File: src/rtl/div_seq.sv
// Iterative restoring divider for the execute stage: DIV/DIVU in 32 shift-subtract
// steps, returning {remainder, quotient}, with annul and divide-by-zero handling.
module div_seq #(
  parameter int unsigned DATA_W = 32,
  parameter int unsigned CNT_W  = 6
) (
  input  logic                  clk,
  input  logic                  rst,
  input  logic                  signed_div_i,
  input  logic [DATA_W-1:0]     opdata1_i,
  input  logic [DATA_W-1:0]     opdata2_i,
  input  logic                  start_i,
  input  logic                  annul_i,
  output logic [2*DATA_W-1:0]   result_o,
  output logic                  ready_o
);

  localparam int unsigned RES_W = 2 * DATA_W;

  typedef enum logic [1:0] {
    S_FREE   = 2'd0,
    S_BYZERO = 2'd1,
    S_ON     = 2'd2,
    S_END    = 2'd3
  } state_e;

  state_e              state_q;
  logic [CNT_W-1:0]    cnt_q;
  logic [DATA_W-1:0]   dvs_q;
  logic [DATA_W-1:0]   rem_q;
  logic [DATA_W-1:0]   quo_q;
  logic                neg_quo_q;
  logic                neg_rem_q;
  logic [RES_W-1:0]    result_q;
  logic                ready_q;

  logic [DATA_W-1:0]   op1_abs;
  logic [DATA_W-1:0]   op2_abs;
  logic [DATA_W:0]     shifted;
  logic [DATA_W:0]     diff;
  logic [DATA_W-1:0]   rem_d;
  logic [DATA_W-1:0]   quo_d;
  logic [DATA_W-1:0]   quo_fix;
  logic [DATA_W-1:0]   rem_fix;

  // Operand magnitudes, one restoring step, and the final sign fix-up.
  // quo_q starts as the dividend; its MSB feeds the remainder while quotient bits enter at the LSB.
  always_comb begin
    op1_abs = opdata1_i;
    op2_abs = opdata2_i;
    if (signed_div_i && opdata1_i[DATA_W-1]) op1_abs = -opdata1_i;
    if (signed_div_i && opdata2_i[DATA_W-1]) op2_abs = -opdata2_i;

    shifted = {rem_q, quo_q[DATA_W-1]};
    diff    = shifted - {1'b0, dvs_q};
    rem_d   = diff[DATA_W] ? shifted[DATA_W-1:0] : diff[DATA_W-1:0];
    quo_d   = {quo_q[DATA_W-2:0], ~diff[DATA_W]};

    quo_fix = neg_quo_q ? -quo_q : quo_q;
    rem_fix = neg_rem_q ? -rem_q : rem_q;
  end

  always_ff @(posedge clk) begin
    if (!rst) begin
      state_q   <= S_FREE;
      cnt_q     <= '0;
      dvs_q     <= '0;
      rem_q     <= '0;
      quo_q     <= '0;
      neg_quo_q <= 1'b0;
      neg_rem_q <= 1'b0;
      result_q  <= '0;
      ready_q   <= 1'b0;
    end else begin
      case (state_q)
        S_FREE: begin
          ready_q  <= 1'b0;
          result_q <= '0;
          if (start_i && !annul_i) begin
            dvs_q     <= op2_abs;
            quo_q     <= op1_abs;
            rem_q     <= '0;
            cnt_q     <= '0;
            neg_quo_q <= signed_div_i && (opdata1_i[DATA_W-1] ^ opdata2_i[DATA_W-1]);
            neg_rem_q <= signed_div_i && opdata1_i[DATA_W-1];
            state_q   <= (opdata2_i == '0) ? S_BYZERO : S_ON;
          end
        end
        S_BYZERO: begin
          result_q <= '0;
          if (annul_i) begin
            ready_q <= 1'b0;
            state_q <= S_FREE;
          end else begin
            ready_q <= 1'b1;
            state_q <= S_END;
          end
        end
        S_ON: begin
          if (annul_i) begin
            ready_q  <= 1'b0;
            result_q <= '0;
            state_q  <= S_FREE;
          end else if (cnt_q != CNT_W'(DATA_W)) begin
            rem_q <= rem_d;
            quo_q <= quo_d;
            cnt_q <= cnt_q + CNT_W'(1);
          end else begin
            result_q <= {rem_fix, quo_fix};
            ready_q  <= 1'b1;
            state_q  <= S_END;
          end
        end
        S_END: begin
          if (!start_i) begin
            ready_q  <= 1'b0;
            result_q <= '0;
            state_q  <= S_FREE;
          end
        end
        default: state_q <= S_FREE;
      endcase
    end
  end

  assign result_o = result_q;
  assign ready_o  = ready_q;

endmodule

File: config.mk
export PLATFORM = sky130hd
export DESIGN_NAME = div_seq
export DESIGN_NICKNAME = d
export VERILOG_FILES = /design/src/rtl/div_seq.sv
export SDC_FILE = /design/constraint.sdc
export NUM_CORES = 1
export LEC_CHECK = 0
export ABC_AREA = 1
export CAP_MARGIN = 20
export CORE_MARGIN = 2
export CORE_UTILIZATION = 52
export CTS_CLUSTER_SIZE = 8
export DETAILED_ROUTE_END_ITERATION = 16
export PLACE_DENSITY = 0.74
export SYNTH_ARGS = -nofsm -noshare
export SYNTH_HDL_FRONTEND = slang
export SYNTH_SLANG_ARGS = --single-unit
File: constraint.sdc
create_clock -name clk -period 2.75 [get_ports clk]
set_input_delay 0.4125 -clock clk [delete_from_list [all_inputs] [get_ports clk]]
set_output_delay 0.4125 -clock clk [all_outputs]
set_load 0.005 [all_outputs]
==> run summary <==
Layout Area Growth over Synthesis: 17.45%
Hold WC Path Type: reg2reg
# setup viols final: 0
Post-CTS Setup Repair Bufs: 0
IO buf count: 133
slowest CP cell: fa_1
Async SR Flop Fraction: 0%
critical path depth: 17
Pleak: 0.007218 uW
Post-Layout Inst Area: 15340 sq um
Total Routed Length: 40960 um
fin crit share: 93.39%
RSZ-0062 raised after global routing: no
Vias per Instance: 5.416
post-layout util: 61.64%
residual DRC count: 0
r2r worst-path depth: 17
DR WL/cell: 15.91 um
core area: 24890 sq um
buffer and inverter count on the worst path: 3
synth unique cells: 52
Worst Setup Start Kind: flip-flop
R2R Setup Slk: 180 ps
Final Net Count: 2345
vias in the first global route: 12561
Tot Pwr: 11050 uW
mapped cell area: 13060 sq um
status: complete, no violations
TritonCTS buffer count: 17
Post-Place Cells: 2544
total congestion overflow: 0
dpl hpwl: 32010 um
Peak Freq: 389.4 MHz
synthesized instance count: 2118
Die X-Extent: 162.5 um
Post-synth EDFFs: 0
share of layout cells above drive strength 1: 8.734%
Syn Area/Cell: 6.168 sq um
largest net degree at the start of global routing: 77
FF-to-FF End: rem_q[24]
final setup TNS: 0 ps
initial antenna violation count: 0
CP endpoint: rem_q[24]
# resized after CTS: 0
WP data required: 3120 ps
1st-pass router iterations: 6
CP delay by family, top: simple AND/OR/NAND/NOR gates
# diodes: 0
crit path from: quo_q[31]
worst flop-to-flop path startpoint: quo_q[31]
routability cong.: 0.9592
crit-path cells: inv_1 > ha_1 > fa_1 > inv_1 > nand2_1 > nand2_1 > nand3_2 > nand2_4 > nand2_4 > nand2_4 > nand2_4 > nand3_4 > nand2_8 > buf_4 > nand2_4 > nand3_2 > a21oi_2
CP Capture Type: flip-flop
crit path kind: reg2reg
ANT nets after route: 0
Max FO, Critical Path: 16
Initial Util: 52.48%
Clock Latency Late Sink: 440 ps
Placed Area: 14810 sq um
All-Layer GR Usage: 30.90%
Post-Layout Cell Count: 2574
VDD IR max: 0.5027 mV
max_cap viols: 0
Post-CTS Hold Fix Bufs: 0
most used cell, CP: nand2_4
CTS tree: done
Mapped Nets: 2230
H-tree Lvls: 4
critical path arrival: 2930 ps
FF+latch count, synth: 171
Fin Clk Skew: 15.45 ps
die height: 162.5 um
clock tree buffer depth: 2
number of DRC markers in iteration 0: 1220
root buf cell: clkbuf_16
post-route minimum period: 2568 ps
Final Hold Vio Count: 0
Slew Limit Fails: 0
# IOs: 134
register area share after synthesis: 26.20%
Core Rows: 58
yosys warns: 0
Worst slew margin: 48.58%
full die area: 26410 sq um
Reg clk slew, reported paths: 70 ps
most used flip-flop cell after synthesis: dfxtp_1
worst-margin pin slew: 764.7 ps
CP max stage delay: 400 ps
vias: 13940
clk sink count: 171
power density over the cells: 720.2 nW/um^2
first-pass GRT wire length: 65060 um
==> tightest hold or removal path, stage by stage, from the launching register on <==
cell and delay [ps]:
dfxtp_1 310, nand2_1 60, a21oi_1 50
==> cells by family after synthesis <==
group	count (synthesis)	synth area share (%)
and+or+nand+nor	1106	38.70
buffers and inverters	388	11.82
AOI/OAI and AO/OA	373	16.62
DFF	171	26.20
adders and majority gates	43	4.176
xor gates and xnor gates	37	2.481
==> Yosys cell counts (23+ instances only) <==
library cell  instances  area share [%]
a22oi_1              23             1.3
nand2_1             593              17
nor2_1              163             4.7
clkbuf_1             50             1.4
ha_1                 42             4.0
a21oi_1             178             6.8
inv_1               295             8.5
nand2_4              25             2.2
nor3_1               33             1.3
nand3_1             180             6.9
nand3_2              25             1.9
o21ai_0              87             3.3
dfxtp_1             171              26
==> state kept, by name, summed over array words and instances (netlist names) <==
register and count:
ready_o 1, state_q 2, quo_q 32, neg_quo_q 1, rem_q 32, dvs_q 32
cnt_q 6, neg_rem_q 1, result_o 64
==> placed cells by master, fill, tap and decap left out, types with 5 or more instances in the layout <==
cell             synthesis  final
nand2_1                593    590
inv_1                  295    295
nand3_1                180    180
a21oi_1                178    178
dfxtp_1                171    170
nor2_1                 163    163
clkdlybuf4s50_1          0    133
o21ai_0                 87     87
ha_1                    42     42
nor3_1                  33     33
buf_4                    7     32
nand3_2                 25     25
nand2_4                 25     25
a22oi_1                 23     23
nand4_1                 22     22
xor2_1                  22     22
a21oi_2                 21     21
nand3b_1                17     17
clkbuf_16                0     17
xnor2_1                 15     15
nand2_2                 11     14
inv_2                   15     14
or2_2                   12     12
o211ai_1                12     12
a31oi_1                 10     10
o21ai_1                  9      9
o221ai_1                 8      8
nor2_2                   6      6
buf_12                   2      6
o31ai_1                  5      5
==> layer usage <==
metal,global-route usage (%),up-vias,share of wire (%)
li1,-,7091,-
met3,3.845,80,6.4
met4,11.67,0,3.6
met5,0,-,0
met1,41.31,6247,44
met2,51.06,522,46
==> area by class of cell <==
type                    count  area [sq um]
fillers                  2404          9548
multi-input cells        1559          8108
flip-flops and latches    171          3425
repair buffers            172          1703
inverters                 312          1174
clock buffers              20         436.7
well taps                 330         412.9
clock inverters            10         85.08
==> how the worst min path moves through the flow <==
stage / cells after the start / end / slack (ps) / from
2_1_floorplan: 2 / result_o[0] / 460 / result_o[0]
3_3_place_gp: 2 / result_o[37] / 450 / result_o[37]
3_5_place_dp: 2 / result_o[37] / 460 / result_o[37]
4_1_cts: 2 / result_o[37] / 470 / result_o[37]
5_1_grt: 2 / result_o[39] / 480 / result_o[39]
6_report: 2 / result_o[37] / 460 / result_o[37]
==> power breakdown <==
group	total, uW	leakage, uW	switching, uW	internal [uW]
clock network	2210	0.000242	1050	1160
registers	3250	0.00139	417	2830
logic	5590	0.00559	3810	1770
==> per-stage QoR <==
stage          hold slack [ps]  setup slack, ps
6_report                 463.2            181.8
3_3_place_gp             452.1            264.4
3_5_place_dp             456.9            203.5
2_1_floorplan            460.6            521.5
5_1_grt                  482.4            10.60
4_1_cts                  467.6            164.4
No activity file was read; power rests on OpenSTA's default activity.
